`src/rtl/rgb_line_sequencer.sv`:
```
// Per-line R/G/B illumination sequencer producing START/END/RGB strobes for the LED PWM driver.
// Optional build macro TRIG_OVERRUN_EN adds a sticky trigger-overrun flag and saturating counter.
module rgb_line_sequencer #(
  parameter int CNT_W    = 16,
  parameter int GAP_CLKS = 8
) (
  input  logic             CLK,
  input  logic             RST,
  input  logic             LINE_TRIG,
  input  logic [CNT_W-1:0] EXP_R,
  input  logic [CNT_W-1:0] EXP_G,
  input  logic [CNT_W-1:0] EXP_B,
  input  logic [2:0]       COLOR_MASK,
`ifdef TRIG_OVERRUN_EN
  input  logic             OVR_CLR,
  output logic             OVERRUN,
  output logic [7:0]       OVR_CNT,
`endif
  output logic             START,
  output logic             END,
  output logic [2:0]       RGB,
  output logic             BUSY,
  output logic             LINE_DONE
);

  typedef enum logic [2:0] {
    IDLE,
    SETUP,
    EXPOSE,
    FINISH,
    GAP,
    DONE
  } state_t;

  localparam logic [CNT_W-1:0] GAP_LAST = CNT_W'(GAP_CLKS);

  state_t           state_q;
  logic [CNT_W-1:0] cnt_q;
  logic [CNT_W-1:0] exp_r_q, exp_g_q, exp_b_q;
  logic [2:0]       pend_q;   // active colours not yet started
  logic [2:0]       cur_q;    // one-hot colour of the running phase
  logic             start_q, end_q, busy_q, done_q;
  logic [2:0]       rgb_q;

  logic [CNT_W-1:0] exp_cur;
  logic [2:0]       trig_act;
  logic [2:0]       trig_first;
  logic [2:0]       pend_first;

  function automatic logic [2:0] first_col(input logic [2:0] v);
    if (v[2])      return 3'b100;
    else if (v[1]) return 3'b010;
    else if (v[0]) return 3'b001;
    else           return 3'b000;
  endfunction

  always_comb begin
    exp_cur = exp_b_q;
    case (cur_q)
      3'b100:  exp_cur = exp_r_q;
      3'b010:  exp_cur = exp_g_q;
      default: exp_cur = exp_b_q;
    endcase
  end

  // A colour takes part only when enabled and given a nonzero exposure.
  assign trig_act   = COLOR_MASK & {|EXP_R, |EXP_G, |EXP_B};
  assign trig_first = first_col(trig_act);
  assign pend_first = first_col(pend_q);

  always_ff @(posedge CLK) begin
    if (RST) begin
      state_q <= IDLE;
      cnt_q   <= '0;
      exp_r_q <= '0;
      exp_g_q <= '0;
      exp_b_q <= '0;
      pend_q  <= '0;
      cur_q   <= '0;
      start_q <= 1'b0;
      end_q   <= 1'b0;
      busy_q  <= 1'b0;
      done_q  <= 1'b0;
      rgb_q   <= '0;
    end else begin
      start_q <= 1'b0;
      end_q   <= 1'b0;
      done_q  <= 1'b0;
      case (state_q)
        IDLE: begin
          if (LINE_TRIG) begin
            exp_r_q <= EXP_R;
            exp_g_q <= EXP_G;
            exp_b_q <= EXP_B;
            busy_q  <= 1'b1;
            cnt_q   <= '0;
            if (trig_act != 3'b000) begin
              state_q <= SETUP;
              cur_q   <= trig_first;
              rgb_q   <= trig_first;
              pend_q  <= trig_act & ~trig_first;
            end else begin
              state_q <= DONE;
              done_q  <= 1'b1;
              rgb_q   <= '0;
            end
          end
        end
        SETUP: begin
          state_q <= EXPOSE;
          cnt_q   <= CNT_W'(1);
          start_q <= 1'b1;
        end
        EXPOSE: begin
          // Compare before incrementing so an all-ones length never wraps.
          if (cnt_q == exp_cur) begin
            state_q <= FINISH;
            end_q   <= 1'b1;
          end else begin
            cnt_q <= cnt_q + CNT_W'(1);
          end
        end
        FINISH: begin
          if (pend_q == 3'b000) begin
            state_q <= DONE;
            done_q  <= 1'b1;
            rgb_q   <= '0;
          end else if (GAP_CLKS == 0) begin
            state_q <= SETUP;
            cur_q   <= pend_first;
            rgb_q   <= pend_first;
            pend_q  <= pend_q & ~pend_first;
          end else begin
            state_q <= GAP;
            cnt_q   <= CNT_W'(1);
            rgb_q   <= '0;
          end
        end
        GAP: begin
          if (cnt_q == GAP_LAST) begin
            state_q <= SETUP;
            cur_q   <= pend_first;
            rgb_q   <= pend_first;
            pend_q  <= pend_q & ~pend_first;
          end else begin
            cnt_q <= cnt_q + CNT_W'(1);
          end
        end
        DONE: begin
          state_q <= IDLE;
          busy_q  <= 1'b0;
        end
        default: begin
          state_q <= IDLE;
          busy_q  <= 1'b0;
          rgb_q   <= '0;
        end
      endcase
    end
  end

  assign START     = start_q;
  assign END       = end_q;
  assign RGB       = rgb_q;
  assign BUSY      = busy_q;
  assign LINE_DONE = done_q;

`ifdef TRIG_OVERRUN_EN
  logic       ovr_q;
  logic [7:0] ovr_cnt_q;

  // BUSY is high in every state except IDLE, DONE included.
  always_ff @(posedge CLK) begin
    if (RST || OVR_CLR) begin
      ovr_q     <= 1'b0;
      ovr_cnt_q <= '0;
    end else if (LINE_TRIG && busy_q) begin
      ovr_q <= 1'b1;
      if (ovr_cnt_q != 8'hFF) ovr_cnt_q <= ovr_cnt_q + 8'd1;
    end
  end

  assign OVERRUN = ovr_q;
  assign OVR_CNT = ovr_cnt_q;
`endif

endmodule
```
`config.mk`:
```
export PLATFORM = sky130hd
export DESIGN_NAME = rgb_line_sequencer
export DESIGN_NICKNAME = d
export VERILOG_FILES = /design/src/rtl/rgb_line_sequencer.sv
export SDC_FILE = /design/constraint.sdc
export NUM_CORES = 1
export LEC_CHECK = 0
export CAP_MARGIN = 10
export CORE_AREA = 3 3 84 117
export CTS_BUF_LIST = sky130_fd_sc_hd__clkbuf_8
export DETAILED_ROUTE_END_ITERATION = 7
export DIE_AREA = 0 0 87 120
export PLACE_DENSITY = 0.72
export SYNTH_ARGS = -nofsm -noshare
export SYNTH_HDL_FRONTEND = slang
export SYNTH_SLANG_ARGS = --single-unit
```
`constraint.sdc`:
```
create_clock -name CLK -period 3.07 [get_ports CLK]
set_input_delay 0.614 -clock CLK [delete_from_list [all_inputs] [get_ports CLK]]
set_output_delay 0.614 -clock CLK [all_outputs]
set_load 0.05 [all_outputs]
```
---- After elaboration in Yosys (flattened, before gate mapping) ----
Cells that the tools add are included.
storage, ports and cells
  output and inout bits ................... 7
  bits of input ports ..................... 54
  register bits after elaboration ......... 80
  word-level logic and storage cells ...... 91
operators by class
  add/subtract/negate cells ............... 1
  bitwise gates (word level) .............. 8
  reduce and logical (&&, ||, !) cells .... 17
  eq/ne operators ......................... 16
  mux-type cells .......................... 37
operators with widths
  operator               number
  $pmux 16 s5            1
  $mux 16                4
  $reduce_or 16->1       3
  $mux 3                 14
  $pmux 16 s2            1
  $add 16x1->16 const B  1
  $eq 16x16->1           1
  $eq 16x4->1 const B    1
  $pmux 3 s5             1
  $ne 2x2->1 const B     7
  $pmux 3 s2             2
  $and 3x3->3            3
  $eq 3x2->1 const B     3
  $eq 3x3->1 const B     3
  $mux 1                 9
  $pmux 3 s3             1
  $logic_not 3->1        2
  $not 3->3              2
  $reduce_and 3->1       2
  $reduce_and 5->1       1
  $reduce_bool 5->1      1
  $mux 2                 2
  $pmux 1 s2             2
  $reduce_and 2->1       2
  8 further kinds        10

---- Logic depth before layout (Yosys ltp) ----
Gate-level depths: netlist (run 1).
  word-level depth ........................ 10
  depth in mapped cells ................... 11
  gate-level depth less buffers ........... 10

---- Worst setup path after synthesis (run 1) ----
No wires, ideal clock.
  kind .................................... register to register
  start point ............................. reg cur_q[1]
  end point ............................... reg cnt_q[10]
  cell stages (with the launch flop) ...... 11
  period minus slack after synthesis ...... 2.415 ns
  required time ........................... 2.953 ns
  library setup time ...................... 0.117 ns
  slack ................................... 0.655 ns
  data arrival time ....................... 2.298 ns
  buffers on the path ..................... 2
  cells stage by stage .................... dfxtp_1 > buf_6 > nand2b_4 > o22a_1 > o221ai_1 > nand4_1 > or4b_4 > nor3_4 > buf_6 > nor3_2 > a32o_1
between the ends
  cells in the longest elaborated chain, start to end .. 5
  elaborated cells on any way between the ends .. 6
  those cells by class .................... eq/ne (4); mux (1); reduce/logical (1)
RTL lines
  what                                      RTL line  source
  start, declared                           41        logic [2:0] cur_q;
  start signal, assigned                    99        cur_q <= trig_first;
  start signal, assigned                    130       cur_q <= pend_first;
  start signal, assigned                    142       cur_q <= pend_first;
  $eq 3x2->1 or $eq 3x3->1 (tied branches)  59        case (cur_q)
  $pmux 16 s2 *                             59
  $eq 16x16->1 *                            116       if (cnt_q == exp_cur) begin
  $ne 2x2->1 (no source line) *             -
  $reduce_and 5->1 (no source line) *       -
  end signal, assigned                      120       cnt_q <= cnt_q + CNT_W'(1);
  end signal, assigned                      146       cnt_q <= cnt_q + CNT_W'(1);
  end, declared                             38        logic [CNT_W-1:0] cnt_q;
Every way passes the cells marked *; elsewhere a longest branch is shown, timed or not.
A chain may end at the register's enable or synchronous reset.

---- Worst setup path after layout (run 1) ----
  start point ............................. reg cur_q[2]
  end point ............................... reg cnt_q[10]
The elaborated chain is that of the path after synthesis.

==> results.txt, run 1 <==
The run finished with clean final reports. The total nets after synthesis came out at between 600 and 700. The pin count of the biggest net entering global routing came out at 52. The max-slew headroom at the worst pin is between 30% and 40%. The final instance area came out at between 5000 and 6000 µm². The analysis attributes to cell leakage a power of 1.839 nW. The number of port buffers came out at 60.

The via count of the first global-routing pass came to roughly 4.3k. The count of flip-flops with a built-in enable after synthesis is 0. The fill cell instance count of the final layout came out at between 800 and 900.

In the layout the commonest cells are 120 x sky130_fd_sc_hd__nand2_1, 78 x sky130_fd_sc_hd__dfxtp_1, 71 x sky130_fd_sc_hd__a21oi_1, 59 x sky130_fd_sc_hd__clkdlybuf4s50_1, 24 x sky130_fd_sc_hd__buf_4. Leaving out fill and tap cells, the most frequent cell in the layout is sky130_fd_sc_hd__nand2_1. After Yosys synthesis, XOR and XNOR cells account for roughly 1.2% of the synthesized area. Once detailed placement completed, the half-perimeter wirelength came to about 11000 µm.

The time the worst path needs with I/O delays and setup is 2813 ps. In this run the clock root is driven by a sky130_fd_sc_hd__clkbuf_8. The maximum fanout encountered on the critical timing path came out at 13.

Registers are responsible for 33.7% of the overall power. The CTS tree is done. The ratio of total power to cell area is 795.5 nW/µm². The width of the chip came out at between 80 and 90 µm. The routed layout has 4507 vias. The number of H-tree branching levels is 3. The remaining global-route overflow is 0.

The clock-pin transition on the worst setup and hold timing paths is about 80 ps. The number of buffers inserted during clock tree synthesis is 9. The cell area after synthesis came out at 4370 µm². The proportion of synthesized flip-flops having asynchronous set or reset is 0%. Setup repair after global routing left no endpoint under its margin.

Summing internal, switching and leakage power gives between 4 and 5 mW. The number of synthesized register bits is just under 80. The worst setup path is of the flip-flop to flip-flop kind.

The global-route wire length before repair is between 20000 and 25000 µm. The die outline area is about 10000 µm². The simple-gate area share of the yosys netlist came out at between 30 and 40%. The number of cells traversed by the worst register-to-register path is 10. The portion of the post-synthesis area used by sequential elements is roughly 36%. The number of antenna cells inserted came out at 0.

The final critical-path share of the clock period came out at 91.62%. The area of placed instances came out at a little over 5000 µm². In the final routed layout, each cell accounts on average for 19.17 µm.

The starting density of the core is between 40 and 50%. The share of layout cells above drive strength 1 is about a tenth. In this run the worst hold path is classified as flip-flop to flip-flop. The setup-violating endpoint count in the final report came out at 0. The share of synthesized area spent on multiplexers came out at less than 1%. The clock insertion delay at the later pin of the skew report came out at ~350 ps. The post-detailed-route DRC marker count is 0.

The timing-limited maximum frequency is between 0.3 and 0.4 GHz. Max-cap violations in this run came to 0. Adding up every negative setup slack in the final design gives 0 ps. The TritonCTS sink count came out at 79. The number of instances in the synthesized netlist is between 500 and 600. The total internal power came out at between 2 and 3 mW.

The number of pins with negative max-slew slack in the final report came out at 0. The Yosys step of the flow raised 0 warnings. The hold-critical path depth is 2. The number of nets still failing antenna checks after routing is 0.

The peak ir drop on the vdd network is ~0.00047 V. The adder and majority gate portion of the synthesized area is 0.5726%. The die height came out at about 120 µm.

The slew at the pin with the worst max-slew slack came out at between 900 and 1000 ps. Of the total power, the clock network draws about 23%. The total area of multi-input combinational cells is 2509 µm².

The number of standard-cell rows in the floorplan came out at just over 40. The clock arrives with 7.907 ps of skew. The area growth from synthesis to layout is 21.59%. The portion of total power attributed to combinational logic is around 44%. The total routed wirelength is around 14000 µm. Net switching is approximately 41% of the power. In the final layout, flip-flops and latches occupy ~1600 µm². The commonest register cell after synthesis is sky130_fd_sc_hd__dfxtp_1. The global routing usage summed across all routing layers came out at between 20 and 30%.

Dividing the detail-routed via count by the number of cells gives around 6.2. The power spent charging and discharging nets came out at about 1.7 mW. The post-synthesis compound-gate area fraction is around a quarter.

The iteration-0 DRC count of the detailed router is about 380. After the last flow step, the layout net total stands at between 600 and 700. The routability-driven placement congestion ratio is roughly 0.95. The number of library cell types mapped by synthesis is 74. After synthesis, the largest family of logic cells by area is simple AND/OR/NAND/NOR gates. The first TritonRoute pass finished after 5 iterations. The final hold violation count came to 0. The number of ports placed on the die boundary came out at between 60 and 70. The data arrival time at the worst-slack endpoint is roughly 3100 ps.

The worst setup path is launched from a flip-flop. The element type at the critical path end is a flip-flop. The number of buffers on the longest clock path came out at 2. The mean post-synth cell area came out at between 7 and 8 µm². The number of antenna violations at the first check in global routing is 0. The worst endpoint required time is roughly 3300 ps. The area of the core region came out at about 9000 µm².

Post-CTS timing repair inserted 0 buffers for setup.
==> stage by stage <==
stage | hold WS [ps] | utilization (%) | worst slack [ps] | instances
3_5_place_dp | 445.6 | 56.38 | 98.34 | 710
4_1_cts | 456.6 | 59.11 | 81.59 | 726
5_1_grt | 481.2 | 59.19 | 53.92 | 726
2_1_floorplan | 431.1 | - | 654.5 | 561
3_3_place_gp | 443.6 | 56.38 | 137.1 | 710
6_report | 454.3 | 59.19 | 257.2 | 726
==> repair_timing <==
action                     CTS  global route
gates resized for setup      0             2
hold buffers                 0             0
setup endpoints to repair    0            17
==> cells by family after synthesis <==
family,after synthesis
multiplexers,2
XOR/XNOR,4
flip-flops,79
AND/OR/NAND/NOR,255
AO/OA/AOI/OAI,159
buffers and inverters,60
adder cells (fa/ha/maj),2
==> state kept, by name (all words and copies together) (netlist names) <==
register,count
exp_b_q,16
RGB,3
LINE_DONE,1
pend_q,2
cur_q,3
exp_g_q,16
END,1
state_q,3
exp_r_q,16
BUSY,1
START,1
cnt_q,16
==> critical path, stage by stage, from the launching register on <==
cell and delay (ps):
sky130_fd_sc_hd__dfxtp_1 540, sky130_fd_sc_hd__buf_4 280, sky130_fd_sc_hd__nand2b_4 90, sky130_fd_sc_hd__o22a_1 250, sky130_fd_sc_hd__o221ai_1 230, sky130_fd_sc_hd__o211ai_1 120, sky130_fd_sc_hd__or3_1 480, sky130_fd_sc_hd__nor3_4 210
sky130_fd_sc_hd__buf_4 210, sky130_fd_sc_hd__nor3_2 60, sky130_fd_sc_hd__a32o_1 230
==> worst paths after layout <==
| kind | startpoint | to | slack, ps |
|---|---|---|---|
| max | cur_q[2]$_SDFFE_PP0P_ | cnt_q[10]$_SDFFE_PP0P_ | 260 |
| min | exp_b_q[5]$_SDFFE_PP0P_ | exp_b_q[5]$_SDFFE_PP0P_ | 450 |
| max reg2reg | cur_q[2]$_SDFFE_PP0P_ | cnt_q[10]$_SDFFE_PP0P_ | 260 |
| min reg2reg | exp_b_q[5]$_SDFFE_PP0P_ | exp_b_q[5]$_SDFFE_PP0P_ | 450 |
==> per-layer routing <==
layer	part of all wire (%)	wire, µm	track usage [%]	vias up
met5	0	0	0	-
met3	4.9	677	5.426	38
li1	-	-	-	2158
met4	4.0	550	11.40	0
met1	38	5234	31.01	2153
met2	54	7451	49.62	158
==> area by class of cell <==
class / instances / share of cell area (%)
Tap cell: 107 / 2.519
Clock inverter: 6 / 2.025
Clock buffer: 10 / 2.590
Multi-Input combinational cell: 422 / 47.21
Inverter: 18 / 1.271
Sequential cell: 79 / 29.79
Timing Repair Buffer: 84 / 14.60
==> Yosys cell counts (5+ instances only) <==
library cell	count	area, µm²
sky130_fd_sc_hd__a21oi_1	71	355.3
sky130_fd_sc_hd__o31ai_1	7	52.55
sky130_fd_sc_hd__nor4b_2	6	90.09
sky130_fd_sc_hd__and3_1	7	43.79
sky130_fd_sc_hd__o211ai_1	5	37.54
sky130_fd_sc_hd__nor2b_1	6	37.54
sky130_fd_sc_hd__buf_6	5	56.30
sky130_fd_sc_hd__nor2_1	17	63.81
sky130_fd_sc_hd__nor4_1	18	112.6
sky130_fd_sc_hd__nor3_1	11	55.05
sky130_fd_sc_hd__clkbuf_1	27	101.4
sky130_fd_sc_hd__nand2_1	120	450.4
sky130_fd_sc_hd__o221ai_1	6	52.55
sky130_fd_sc_hd__nand3_1	21	105.1
sky130_fd_sc_hd__or4_1	7	52.55
sky130_fd_sc_hd__o22a_1	6	52.55
sky130_fd_sc_hd__o21ai_1	5	25.02
sky130_fd_sc_hd__o21ai_0	11	55.05
sky130_fd_sc_hd__inv_1	16	60.06
sky130_fd_sc_hd__dfxtp_1	79	1582
sky130_fd_sc_hd__a31oi_1	5	31.28
sky130_fd_sc_hd__nand4_1	7	43.79
==> power by group through the flow <==
| stage | Clock (mW) | Sequential, mW | Combinational [mW] |
|---|---|---|---|
| finish | 0.953 | 1.43 | 1.85 |
| global route | 1.02 | 1.45 | 2.03 |
| CTS | 0.965 | 1.42 | 1.84 |
| detailed placement | 0 | 1.45 | 1.83 |
| global placement | 0 | 1.44 | 1.80 |
| floorplan | 0 | 1.38 | 1.35 |
Power figures use the tool's default switching activity.
==> inputs of run 2 (changes only) <==
--- a/config.mk
+++ b/config.mk
@@ -5,6 +5,7 @@
 export SDC_FILE = /design/constraint.sdc
 export NUM_CORES = 1
 export LEC_CHECK = 0
+export ABC_CLOCK_PERIOD_IN_PS = 3070
 export CAP_MARGIN = 10
 export CORE_AREA = 3 3 84 117
 export CTS_BUF_LIST = sky130_fd_sc_hd__clkbuf_8
==> results of run 2 <==
No change in the layout: final DEF, timing and power equal those of run 1.
==> inputs of run 3 (changes only) <==
--- a/config.mk
+++ b/config.mk
@@ -5,7 +5,6 @@
 export SDC_FILE = /design/constraint.sdc
 export NUM_CORES = 1
 export LEC_CHECK = 0
-export ABC_CLOCK_PERIOD_IN_PS = 3070
 export CAP_MARGIN = 10
 export CORE_AREA = 3 3 84 117
 export CTS_BUF_LIST = sky130_fd_sc_hd__clkbuf_8
==> results of run 3 <==
No change in the layout: final DEF, timing and power equal those of run 1.
